## src/rtl/cpu_pkg.sv

```systemverilog
// Shared constants and loader state encoding for the CPU subsystem.
package cpu_pkg;

  localparam int unsigned ADDR_W = 5;
  localparam int unsigned DATA_W = 8;
  localparam int unsigned DEPTH  = 32;
  localparam int unsigned CNT_W  = 6;

  typedef enum logic [2:0] {
    LD_IDLE,
    LD_LEN,
    LD_DATA,
    LD_CSUM,
    LD_RUN,
    LD_ERR
  } ld_state_t;

endpackage

```

## src/rtl/prog_loader_if.sv

```systemverilog
// Byte stream in (valid/ready) plus the memory write port driven by the loader.
interface prog_loader_if;
  import cpu_pkg::*;

  logic              in_valid;
  logic [DATA_W-1:0] in_data;
  logic              in_ready;
  logic              mem_wr;
  logic [ADDR_W-1:0] mem_addr;
  logic [DATA_W-1:0] mem_din;

  modport master (
    output in_valid, in_data,
    input  in_ready, mem_wr, mem_addr, mem_din
  );

  modport slave (
    input  in_valid, in_data,
    output in_ready, mem_wr, mem_addr, mem_din
  );
endinterface

```

## src/rtl/prog_loader.sv

```systemverilog
// Loads a LEN/data/CSUM framed byte stream into CPU memory and releases the
// CPU from reset once a frame with a correct checksum has been stored.
module prog_loader
  import cpu_pkg::*;
(
  input  logic         clk,
  input  logic         rst,
  input  logic         start,
  prog_loader_if.slave bus,
  output logic         cpu_rst,
  output logic         done,
  output logic         err
);

  ld_state_t         state, state_n;
  logic [ADDR_W-1:0] addr_q, addr_n;
  logic [CNT_W-1:0]  rem_q, rem_n;
  logic [DATA_W-1:0] acc_q, acc_n;

  logic              ready_q, ready_n;
  logic              wr_q, wr_n;
  logic [ADDR_W-1:0] waddr_q, waddr_n;
  logic [DATA_W-1:0] wdin_q, wdin_n;
  logic              cpu_rst_q, cpu_rst_n;
  logic              done_q, done_n;
  logic              err_q, err_n;

  logic              xfer;

  // ready is registered, so there is no in_valid -> in_ready path
  assign xfer = bus.in_valid && ready_q;

  always_ff @(posedge clk or posedge rst) begin
    if (rst) begin
      state <= LD_IDLE;
    end else begin
      state <= state_n;
    end
  end

  always_comb begin
    state_n = state;
    addr_n  = addr_q;
    rem_n   = rem_q;
    acc_n   = acc_q;
    wr_n    = 1'b0;
    waddr_n = waddr_q;
    wdin_n  = wdin_q;

    case (state)
      LD_IDLE, LD_RUN, LD_ERR: begin
        if (start) begin
          state_n = LD_LEN;
          addr_n  = '0;
          acc_n   = '0;
        end
      end
      LD_LEN: begin
        if (xfer) begin
          if (bus.in_data == '0 || bus.in_data > DATA_W'(DEPTH)) begin
            state_n = LD_ERR;
          end else begin
            rem_n   = CNT_W'(bus.in_data);
            state_n = LD_DATA;
          end
        end
      end
      LD_DATA: begin
        if (xfer) begin
          wr_n    = 1'b1;
          waddr_n = addr_q;
          wdin_n  = bus.in_data;
          // wraps to 0 after address 31 on a full-depth frame; never used
          addr_n  = addr_q + ADDR_W'(1);
          acc_n   = acc_q + bus.in_data;
          rem_n   = rem_q - CNT_W'(1);
          if (rem_q == CNT_W'(1)) begin
            state_n = LD_CSUM;
          end
        end
      end
      LD_CSUM: begin
        if (xfer) begin
          state_n = (bus.in_data == acc_q) ? LD_RUN : LD_ERR;
        end
      end
      default: state_n = LD_IDLE;
    endcase

    // status outputs are registered copies of the upcoming state
    ready_n   = (state_n == LD_LEN) || (state_n == LD_DATA) || (state_n == LD_CSUM);
    cpu_rst_n = (state_n != LD_RUN);
    done_n    = (state_n == LD_RUN);
    err_n     = (state_n == LD_ERR);
  end

  always_ff @(posedge clk or posedge rst) begin
    if (rst) begin
      addr_q    <= '0;
      rem_q     <= '0;
      acc_q     <= '0;
      ready_q   <= 1'b0;
      wr_q      <= 1'b0;
      waddr_q   <= '0;
      wdin_q    <= '0;
      cpu_rst_q <= 1'b1;
      done_q    <= 1'b0;
      err_q     <= 1'b0;
    end else begin
      addr_q    <= addr_n;
      rem_q     <= rem_n;
      acc_q     <= acc_n;
      ready_q   <= ready_n;
      wr_q      <= wr_n;
      waddr_q   <= waddr_n;
      wdin_q    <= wdin_n;
      cpu_rst_q <= cpu_rst_n;
      done_q    <= done_n;
      err_q     <= err_n;
    end
  end

  assign bus.in_ready = ready_q;
  assign bus.mem_wr   = wr_q;
  assign bus.mem_addr = waddr_q;
  assign bus.mem_din  = wdin_q;
  assign cpu_rst      = cpu_rst_q;
  assign done         = done_q;
  assign err          = err_q;

endmodule
```

## src/flat_wrapper.sv

```systemverilog
// flat-port wrapper written by rule: the top's interface ports become plain ports
module prog_loader_flat import cpu_pkg::*;
  (clk, rst, start, cpu_rst, done, err, bus_in_valid, bus_in_data, bus_in_ready, bus_mem_wr, bus_mem_addr, bus_mem_din);
  prog_loader_if bus_i ();
  input  logic clk;
  input  logic rst;
  input  logic start;
  output logic cpu_rst;
  output logic done;
  output logic err;
  input wire logic [$bits(bus_i.in_valid)-1:0] bus_in_valid;
  input wire logic [$bits(bus_i.in_data)-1:0] bus_in_data;
  output wire logic [$bits(bus_i.in_ready)-1:0] bus_in_ready;
  output wire logic [$bits(bus_i.mem_wr)-1:0] bus_mem_wr;
  output wire logic [$bits(bus_i.mem_addr)-1:0] bus_mem_addr;
  output wire logic [$bits(bus_i.mem_din)-1:0] bus_mem_din;
  assign bus_i.in_valid = bus_in_valid;
  assign bus_i.in_data = bus_in_data;
  assign bus_in_ready = bus_i.in_ready;
  assign bus_mem_wr = bus_i.mem_wr;
  assign bus_mem_addr = bus_i.mem_addr;
  assign bus_mem_din = bus_i.mem_din;
  prog_loader u_core (.clk(clk), .rst(rst), .start(start), .bus(bus_i), .cpu_rst(cpu_rst), .done(done), .err(err));
endmodule
```

## config.mk

```make
export PLATFORM = sky130hd
export DESIGN_NAME = prog_loader_flat
export DESIGN_NICKNAME = d
export VERILOG_FILES = /design/src/rtl/cpu_pkg.sv /design/src/rtl/prog_loader_if.sv /design/src/rtl/prog_loader.sv /design/src/flat_wrapper.sv
export SDC_FILE = /design/constraint.sdc
export NUM_CORES = 1
export LEC_CHECK = 0
export BUFFER_PORTS_ARGS = -buffer_cell sky130_fd_sc_hd__buf_2
export CORE_MARGIN = 2
export CORE_UTILIZATION = 47
export DETAILED_ROUTE_END_ITERATION = 6
export PLACE_DENSITY = 0.77
export SLEW_MARGIN = 20
export SYNTH_ARGS = -nofsm -noshare
export SYNTH_HDL_FRONTEND = slang
export SYNTH_SLANG_ARGS = --single-unit
```

## constraint.sdc

```tcl
create_clock -name clk -period 1.7 [get_ports clk]
set_input_delay 0.17 -clock clk [delete_from_list [all_inputs] [get_ports clk]]
set_output_delay 0.17 -clock clk [all_outputs]
set_load 0.02 [all_outputs]
```

**Word level (Yosys, flattened, before mapping)**

Index checks and enable logic that the tools add are counted.

- Register bits after elaboration: 40
- Input port bits: 12
- Output and inout bits: 18

- Add/subtract/negate cells: 3
- Magnitude comparators: 1
- Eq/ne operators: 17
- Mux-type cells: 20
- Reduce and logical (&&, ||, !) cells: 12

Operator list:

| cell | number |
|---|---|
| 2-to-1 mux 3 bit | 6 |
| 2-to-1 mux 6 bit | 3 |
| 2-to-1 mux 8 bit | 2 |
| one-hot mux 8 bit (2 select lines) | 1 |
| == test 3 x 2 -> 1 bit, second input constant | 4 |
| == test 3 bit, second input constant | 4 |
| one-hot mux 3 bit (4 select lines) | 1 |
| one-hot mux 6 bit (2 select lines) | 1 |
| 2-to-1 mux 5 bit | 2 |
| one-hot mux 5 bit (2 select lines) | 1 |
| adder 8 bit | 1 |
| == test 8 bit | 1 |
| > comparator 8 x 6 -> 1 bit, second input constant | 1 |
| zero test 8 bit | 1 |
| == test 3 x 1 -> 1 bit, second input constant | 2 |
| == test 6 x 1 -> 1 bit, second input constant | 1 |
| subtractor 6 x 1 -> 6 bit, second input constant | 1 |
| adder 5 x 1 -> 5 bit, second input constant | 1 |
| != test 2 x 1 -> 1 bit, second input constant | 2 |
| != test 2 bit, second input constant | 2 |
| AND reduction 4 bit | 1 |
| nonzero test 2 bit | 2 |
| zero test 3 bit | 1 |
| logical OR 1 bit | 3 |
| other kinds (6) | 8 |

**Longest topological paths before layout**

Gate-level depths: netlist of the first run.

- Depth after elaboration: 8
- Depth in mapped cells: 8
- Depth with buffers taken out: 8

**Least setup slack after synthesis of the first run**

Ideal clock, no wire load.

- Path kind: reg-to-reg
- From: reg u_core.acc_q[0]
- To: reg u_core.acc_q[6]
- Library setup time: 146 ps
- Arrival: 1661 ps
- Required time: 1554 ps
- Slack: -107 ps
- Stages on the path, launching flop included: 8
- Buffers on the path: 0
- Period minus slack after synthesis: 1807 ps
- Cell sequence: dfrtp_1 ha_1 fa_1 a21o_1 a21oi_1 o21bai_1 mux2i_1 o311ai_0

- Longest elaborated chain between the ends: 3

Ends and longest elaborated chain:

| item | RTL line | source |
|---|---|---|
| start, declared | prog_loader.sv:18 | `logic [DATA_W-1:0] acc_q, acc_n;` |
| start signal, assigned | prog_loader.sv:112 | `acc_q <= acc_n;` |
| adder 8 bit | prog_loader.sv:75 | `acc_n = acc_q + bus.in_data;` |
| 2-to-1 mux 8 bit | prog_loader.sv:69 | `if (xfer) begin` |
| one-hot mux 8 bit (2 select lines) | prog_loader.sv:50 | `case (state)` |

Every way passes these cells. The select of a mux whose other input is x is not followed.
A chain may end at the register's enable or synchronous reset.

**Final worst setup path of the first run**

Ends and elaborated chain as after synthesis.

==> impl_metrics.ini, run 1 <==
[global_route]
grt_pass1_vias = 1922
grt_overflow = 0
grt_start_max_net_pins = 41
antenna_found_initial = 0
grt_first_pass_wirelength_mm = 8.65
grt_use_total_pct = 21.3

[detailed_routing]
routed_wirelength_mm = 5.42
ant_nets = 0
drc = 0
drt_iter0_markers = 129
vias_per_cell = 5.61
wire_per_inst_um = 15.6
vias = 1951
drtPass1Iterations = 4

[job]
drv_cap = 0

[floorplan]
num_io_pins = 30
coreArea_um2 = 4410
rows = 24
floorplan.initialDensity_pct = 49.2
dieArea_um2 = 5180
die_w_um = 72
fp.dieH_um = 72

[logic_synthesis]
syn_inst = 236
synth_commonest_cells = nand2_1 (52), dfrtp_1 (39), nand3_1 (16), a21oi_1 (14), ha_1 (10)
synth_top_cell_by_area = dfrtp_1
synth_mux_area_share_pct = 0.461
synth_edf_count = 0
yosysWarnings = 0
yosys.area_share.xor_xnor_pct = 3.63
synth_compound_gate_area_share_pct = 13.6
synthSimpleGateAreaFrac_pct = 25.4
synth_flop_cell = dfrtp_1
synthArstFlopShare_pct = 100
yosys_register_bits = 40
synth_area_leaders = dfrtp_1 (45%), nand2_1 (9.0%), ha_1 (5.8%)
synth_cell_type_count = 49
syn-num-nets = 259
avgSynthCellArea_um2 = 9.21
syn_area_um2 = 2170
synth_most_common_cell = nand2_1
ys_seq_area_share_pct = 46.1
synthAdderAreaFrac_pct = 6.68
synth_top_family_by_area = simple AND/OR/NAND/NOR gates
synth.top_cell.area_share_pct = 44.9

[clock_tree]
clk_latency_ns = 0.30
cts_tree = yes
cts_buffers = 5
cts_sinks = 40
cts.path.max_buffers = 2
path_clk_slew_ns = 0.08
root_buffer = clkbuf_8
h-tree-depth = 2
cts_hold_buf = 0

[setup_path]
critPathCaptureType = flop
startpoint_type = flop
crit_path_start = u_core.acc_q[0]$_DFFE_PP0P_
critPathMaxFanout = 2
worstPathRequired_ns = 1.88
arrival_ns = 1.95
worst-setup-path-type = flop to flop
rr_startpoint = u_core.acc_q[0]$_DFFE_PP0P_

[placement]
gp_congestion = 0.853
placed_cell_area_um2 = 2550
hpwl_mm = 3.56
numPortBuffers = 29

[layout]
fin_area_um2 = 2840
fillers = 340
drive_above_1_share_pct = 31.8
area_growth_pct = 30.8
layout.nets = 318
diodes = 0
multi_input_area_um2 = 1230
seq_area_um2 = 1000

[sta]
hold_ws_ns = -0.0231
tightest_slew_ns = 0.494
worst_slack_ns = -0.0696
finalCritPeriodShare_pct = 104
period_needed_ns = 1.77
setup_viol_count_final = 1
slew_violations = 0
relSlewSlack_pct = 67.0
rsz0062_at_grt = true
finClkSkew_ns = 0.0106
fmax_ghz = 0.565
hold_viol = 27

[outcome]
violations = negative hold slack, negative setup slack
status = complete, but fails checks

[pwr]
p_per_area_nw_per_um2 = 1130
power_leakage_nw = 1.40
ir_worst_vdd_v = 0.000449
finalPower_w = 0.00320

[min_path]
min_path_type = input pin to async pin
critical path, cell delays in order (launching register included):
cell	delay, ns
dfrtp_1	0.42
ha_4	0.18
fa_2	0.34
a21o_1	0.18
a21oi_2	0.15
o21bai_1	0.11
mux2i_1	0.15
o311ai_1	0.11
logic make-up after synthesis:
kind of cell	Yosys count
simple gates	110
xor+xnor	9
flops	40
mux	1
fa+ha+maj	11
compound gates	47
buf+inv	18
where the power goes:
part	leakage (nW)	internal, W	switching [W]	total [W]
clock	0.0614	0.000480	0.000341	0.000821
sequential	0.529	0.00116	0.000149	0.00131
combinational	0.813	0.000451	0.000622	0.00107
total	1.40	0.00209	0.00111	0.00320
routing by layer:
metal,part of all wire [%],track usage (%),up-vias,wire length (um)
met5,0,0,-,0
met4,4.0,10.1,0,219
met3,3.9,3.33,18,213
met2,47,34.8,59,2530
met1,45,28.0,935,2460
li1,-,-,939,-
per-stage QoR:
stage	utilization (%)	cells	setup TNS, ns	hold slack, ns	worst slack (ns)
after CTS	62.2	345	-0.0933	0.00714	-0.0597
after floorplan	-	236	-0.0224	0.275	-0.0224
after global routing	64.4	348	-0.436	0.0466	-0.168
after detailed placement	57.8	336	-1.72	0.322	-0.178
final	64.4	348	-0.0696	-0.0231	-0.0696
after global placement	57.8	336	-1.21	0.319	-0.157
sequential cells by signal, indices dropped and copies added (netlist names):
name and cells:
u_core.done 1, u_core.bus.mem_wr 1, u_core.state 3, u_core.bus.mem_addr 5, u_core.rem_q 6, u_core.acc_q 8
u_core.addr_q 5, u_core.bus.mem_din 8, u_core.err 1, u_core.bus.in_ready 1, u_core.cpu_rst 1
cells in the final DEF (no fill, tap or decap), types with 2 or more instances in the layout:
cell and n:
buf_2 29, ha_1 4, inv_1 9, nand2_1 51, a21oi_2 2, nand4_1 2, nor3_1 4, nand3_1 16
nand2b_1 7, ha_4 6, clkbuf_8 6, dfrtp_1 39, o22ai_1 2, o21ai_0 7, xnor2_1 5, nor2_1 7
and2_1 2, a21o_1 2, a31oi_1 4, o21ai_1 2, nor3b_1 4, xor2_1 3, buf_4 31, nor3_2 2
o211ai_1 3, or3_1 3, a21oi_1 11
final timing paths:
| kind | end | slack, ns | depth (start not counted) |
|---|---|---|---|
| worst min-delay path | u_core.acc_q[2]$_DFFE_PP0P_ | -0.02 | 3 |
| min in group clk | u_core.bus.mem_din[7]$_DFFE_PP0P_ | 0.15 | 3 |
| max in group asynchronous | u_core.cpu_rst$_DFF_PP1_ | 1.35 | 3 |
| worst max-delay path | u_core.acc_q[6]$_DFFE_PP0P_ | -0.07 | 7 |
| worst min register to register | u_core.bus.mem_din[5]$_DFFE_PP0P_ | 0.47 | 2 |
| worst max register to register | u_core.acc_q[6]$_DFFE_PP0P_ | -0.07 | 7 |
cell type report:
type                    count  area share [%]
flip-flops and latches     40            35.3
well taps                  52            2.29
clock inverters             2            1.36
multi-input cells         178            43.3
clock buffers               6            2.90
repair buffers             61            13.7
inverters                   9            1.19
what timing repair did:
item,in CTS,in global routing
buffers inserted,1,4
gates resized for setup,11,12
setup endpoints to repair,7,7
pin swaps,5,8
No activity file was read; power rests on OpenSTA's default activity.
==> run 2, diff against run 1 <==
ABC_AREA = 1   (was not set)
==> impl_metrics.ini, run 2 <==
[outcome]
status = complete, but fails checks
violations = negative hold slack

[sta]
tightest_slew_ns = 0.503
hold_ws_ns = -0.0188
relSlewSlack_pct = 66.4
finalCritPeriodShare_pct = 93.6
rsz0062_at_grt = false
slew_violations = 0
hold_viol = 29
fmax_ghz = 0.629
finClkSkew_ns = 0.0136
setup_viol_count_final = 0
period_needed_ns = 1.59
tns_ns = 0

[detailed_routing]
drtPass1Iterations = 4
drc = 0
routed_wirelength_mm = 4.72
ant_nets = 0
drt_iter0_markers = 89
vias_per_cell = 4.92
vias = 1945
wire_per_inst_um = 11.9

[pwr]
power_frac_seq_pct = 43.7
switching_power_w = 0.00114
switching_share_pct = 39.0
pwr-share-comb_pct = 34.7
internal-power_w = 0.00178
p_per_area_nw_per_um2 = 1110
ir_worst_vdd_v = 0.000463
power_leakage_nw = 1.41
clkPwrFrac_pct = 21.6

[setup_path]
critPathCaptureType = flop
worstPathRequired_ns = 1.92
arrival_ns = 1.81
worst-setup-path-type = flop to flop
startpoint_type = flop
critPathMaxFanout = 3

[layout]
diodes = 0
fillers = 440
layout.nets = 350
drive_above_1_share_pct = 22.9
final_cell_mix = nand2_1 (78), dfrtp_1 (39), inv_1 (35)
layout_commonest_cell = nand2_1
area_growth_pct = 15.2

[global_route]
grt_use_total_pct = 18.8
grt_pass1_vias = 1829
grt_start_max_net_pins = 41
grt_overflow = 0
grt_first_pass_wirelength_mm = 7.96
antenna_found_initial = 0

[floorplan]
fp.dieH_um = 73.9
die_w_um = 73.9
floorplan.initialDensity_pct = 48.6
dieArea_um2 = 5460
rows = 25
num_io_pins = 30
coreArea_um2 = 4720

[clock_tree]
h-tree-depth = 2
cts_tree = yes
cts_hold_buf = 0
cts.path.max_buffers = 2
root_buffer = clkbuf_8
path_clk_slew_ns = 0.09
cts_sinks = 40
clk_latency_ns = 0.30
cts_buffers = 5

[placement]
gp_congestion = 0.833
hpwl_mm = 3.49
numPortBuffers = 29

[logic_synthesis]
syn_area_um2 = 2290
synth_cell_type_count = 32
syn-num-nets = 314
synth_flop_cell = dfrtp_1
synth_most_common_cell = nand2_1
syn_inst = 291
synth_edf_count = 0
yosysWarnings = 0
synth_commonest_cells = nand2_1 (78), dfrtp_1 (39), inv_1 (37), nor2_1 (27), o21ai_0 (19)
yosys_register_bits = 40
synth.top_cell.area_share_pct = 42.5
synth_top_cell_by_area = dfrtp_1
ys_seq_area_share_pct = 43.7
synth_area_leaders = dfrtp_1 (43%), nand2_1 (13%), inv_1 (6.1%)
synthArstFlopShare_pct = 100
avgSynthCellArea_um2 = 7.89

[min_path]
min_path_type = input pin to async pin

[job]
drv_cap = 0
run 2: cell count changes after synthesis, moves of 5 or more:
cell	before	now
inv_1	9	37
nand2_1	52	78
nor2_1	7	27
o21ai_1	0	11
o21ai_0	9	19
nand2b_1	7	0
nand2_2	0	6
clkbuf_1	5	0
inv_2	0	5
nor3_1	6	1
xnor2_1	6	1
run 2: timing repair:
action,4_1_cts,5_1_grt
setup endpoints to repair,1,6
gates resized for setup,1,8
pin swaps,0,1
buffers inserted,0,1
run 2: worst max-delay path: stages (launching register included):
cell     delay, ns
dfrtp_1       0.38
ha_1          0.21
fa_2          0.38
a21oi_1       0.15
o21ai_0       0.11
xor2_1        0.15
o21ai_1       0.13
run 2: per-stage QoR:
stage	instance area (um^2)	cells	worst slack (ns)	util (%)	total power [W]
global placement	2500	386	0.0897	53.0	0.00223
floorplan	2290	291	0.159	-	0.00202
finish	2640	395	0.109	56.0	0.00292
detailed placement	2500	386	0.0528	53.0	0.00227
CTS	2590	394	0.0599	54.9	0.00291
global route	2640	395	0.0196	56.0	0.00314
run 2: metal layers:
metal,vias to the layer above,global-route usage (%),routed length (um)
met5,-,0,0
met2,39,31.6,2250
li1,995,-,-
met1,903,24.5,2200
met4,0,5.86,59
met3,8,3.29,208
run 2: cell families (layout without fill, tap and decap cells):
logic type / after synthesis / in the layout / share of synthesized area [%]
AND/OR/NAND/NOR: 138 / 138 / 26.5
AO/OA/AOI/OAI: 50 / 50 / 12.5
buffers and inverters: 48 / 85 / 9.43
flip-flops: 40 / 40 / 43.7
adder cells (fa/ha/maj): 11 / 11 / 6.33
XOR/XNOR: 4 / 4 / 1.53
run 2: area by class of cell:
cell class | count | area, um^2 | share of cell area (%)
multi-input cells | 203 | 1120 | 42.5
well taps | 67 | 83.8 | 3.17
repair buffers | 34 | 183 | 6.91
clock buffers | 5 | 68.8 | 2.60
clock inverters | 3 | 18.8 | 0.710
flip-flops and latches | 40 | 1000 | 37.9
inverters | 43 | 164 | 6.20
run 2: power by group through the flow:
stage / Combinational, W / Sequential (W) / Clock, W
after floorplan: 0.000664 / 0.00135 / 0
after global placement: 0.000938 / 0.00129 / 0
after detailed placement: 0.000972 / 0.00129 / 0
after CTS: 0.000983 / 0.00128 / 0.000650
after global routing: 0.00116 / 0.00130 / 0.000680
final: 0.00101 / 0.00128 / 0.000632
run 2: final timing paths:
path	from	end	slack, ns	depth (start not counted)
max	u_core.acc_q[0]$_DFFE_PP0P_	u_core.acc_q[4]$_DFFE_PP0P_	0.11	6
min	rst	u_core.rem_q[3]$_DFFE_PP0P_	-0.02	3
max reg2reg	u_core.acc_q[0]$_DFFE_PP0P_	u_core.acc_q[4]$_DFFE_PP0P_	0.11	6
min reg2reg	u_core.bus.mem_addr[4]$_DFFE_PP0P_	u_core.bus.mem_addr[4]$_DFFE_PP0P_	0.48	2
max in group asynchronous	rst	u_core.cpu_rst$_DFF_PP1_	1.35	3
min in group clk	bus_in_data[7]	u_core.bus.mem_din[7]$_DFFE_PP0P_	0.15	3
==> run 3, diff against run 2 <==
==> constraint.sdc (replaced) <==
create_clock -name clk -period 1.7 [get_ports clk]
set_input_delay 0.085 -clock clk [delete_from_list [all_inputs] [get_ports clk]]
set_output_delay 0.085 -clock clk [all_outputs]
set_load 0.02 [all_outputs]
==> impl_metrics.ini, run 3 (synthesis results as in run 2) <==
[global_route]
grt_first_pass_wirelength_mm = 8.39
grt_overflow = 0
grt_pass1_vias = 1911
grt_use_total_pct = 20.0
grt_start_max_net_pins = 41
antenna_found_initial = 0

[job]
drv_cap = 0

[sta]
tightest_slew_ns = 0.501
finalCritPeriodShare_pct = 92.9
rsz0062_at_grt = false
slew_violations = 0
fmax_ghz = 0.633
hold_viol = 0
tns_ns = 0
relSlewSlack_pct = 66.6
hold_ws_ns = 0.0568
setup_viol_count_final = 0
period_needed_ns = 1.58
finClkSkew_ns = 0.00581

[clock_tree]
cts_sinks = 40
cts.path.max_buffers = 2
root_buffer = clkbuf_8
path_clk_slew_ns = 0.08
cts_buffers = 5
clk_latency_ns = 0.30
cts_tree = yes
h-tree-depth = 2

[layout]
layout_commonest_cell = nand2_1
diodes = 0
final_cell_mix = nand2_1 (78), dfrtp_1 (39), inv_1 (34)
area_growth_pct = 16.4
fillers = 438
drive_above_1_share_pct = 22.6
layout.nets = 350
fin_cells = 395

[floorplan]
coreArea_um2 = 4720
rows = 25
num_io_pins = 30
dieArea_um2 = 5460
fp.dieH_um = 73.9
floorplan.initialDensity_pct = 48.6
die_w_um = 73.9

[pwr]
finalPower_w = 0.00312
p_per_area_nw_per_um2 = 1170
ir_worst_vdd_v = 0.000504
power_leakage_nw = 1.43

[placement]
placedCellCount = 385
hpwl_mm = 3.48
numPortBuffers = 29
gp_congestion = 0.879

[setup_path]
rrSetupSlack_ns = 0.12
crit_path_cell_trace = ha_1 -> fa_2 -> a21oi_1 -> o21ai_0 -> xor2_1 -> o21ai_1
critPathTopFamily = adder cells
worstPathRequired_ns = 1.93
crit_buf_inv = 0
startpoint_type = flop
arrival_ns = 1.81
critPathCaptureType = flop
critPathMaxFanout = 3
cp_slowest_cell = dfrtp_1
crit_path_start = u_core.acc_q[0]$_DFFE_PP0P_
worst-setup-path-type = flop to flop
rr_startpoint = u_core.acc_q[0]$_DFFE_PP0P_
slowest_delay_ns = 0.38

[min_path]
min_path_type = input pin to flop
worstHoldStart = bus_in_data[7]

[detailed_routing]
wire_per_inst_um = 11.9
vias = 1941
routed_wirelength_mm = 4.70
ant_nets = 0
drt_iter0_markers = 121
drtPass1Iterations = 4
vias_per_cell = 4.91
drc = 0

[outcome]
status = finished, final reports clean
-- run 3: cell types whose count changed in the layout (fill, tap and decap cells not counted), sizes merged --
cell         change
buf              -1
bufinv           +1
clkbuf           +1
clkinv           -2
dlygate4sd3      +1
-- run 3: what timing repair did --
| action | in CTS | in global routing |
|---|---|---|
| endpoints found under the setup margin | 0 | 8 |
| endpoints found under the hold margin | 39 | 0 |
| hold buffers | 1 | 0 |
| resized for setup | 0 | 10 |
| setup buffers | 0 | 1 |
-- run 3: layer usage --
layer | GRT usage [%] | wire length [um] | share of wire (%) | vias to the layer above
li1 | - | - | - | 996
met1 | 26.5 | 2110 | 45 | 881
met2 | 31.9 | 2210 | 47 | 53
met3 | 5.21 | 293 | 6.2 | 11
met4 | 6.46 | 87 | 1.9 | 0
met5 | 0 | 0 | 0 | -
-- run 3: worst reg2reg max path: cells and delay by family (launching register included) --
family                   cells  cell delay, ns
flip-flops                   1            0.38
AO/OA/AOI/OAI                3            0.39
adder cells (fa/ha/maj)      2            0.58
XOR/XNOR                     1            0.15
-- run 3: worst paths after layout --
| path | end | cells past startpoint |
|---|---|---|
| setup / recovery | u_core.acc_q[4]$_DFFE_PP0P_ | 6 |
| hold / removal | u_core.bus.mem_din[7]$_DFFE_PP0P_ | 3 |
| setup reg to reg | u_core.acc_q[4]$_DFFE_PP0P_ | 6 |
| hold reg to reg | u_core.bus.mem_addr[0]$_DFFE_PP0P_ | 2 |
| max in group asynchronous | u_core.cpu_rst$_DFF_PP1_ | 4 |
| min in group asynchronous | u_core.bus.mem_addr[2]$_DFFE_PP0P_ | 4 |
-- run 3: final cells by class --
class	count	area, um^2	area share (%)
inverters	43	166	6.23
clock buffers	6	82.6	3.09
flip-flops and latches	40	1000	37.5
multi-input cells	203	1110	41.6
well taps	67	83.8	3.14
clock inverters	2	38.8	1.45
repair buffers	34	185	6.94
-- run 3: through the flow --
stage	util (%)	area [um^2]	setup slack, ns
final	56.5	2670	0.121
after global routing	56.5	2670	0.00484
after floorplan	-	2290	0.159
after global placement	52.8	2490	0.0785
after CTS	55.6	2630	0.0129
after detailed placement	52.8	2490	0.0403
-- run 3: where the power goes --
| part | leakage (nW) | switching, W | total (W) | internal (W) |
|---|---|---|---|---|
| registers | 0.532 | 0.000140 | 0.00128 | 0.00114 |
| logic | 0.835 | 0.000656 | 0.00101 | 0.000354 |
| clock network | 0.0614 | 0.000346 | 0.000826 | 0.000480 |
| total | 1.43 | 0.00114 | 0.00312 | 0.00197 |
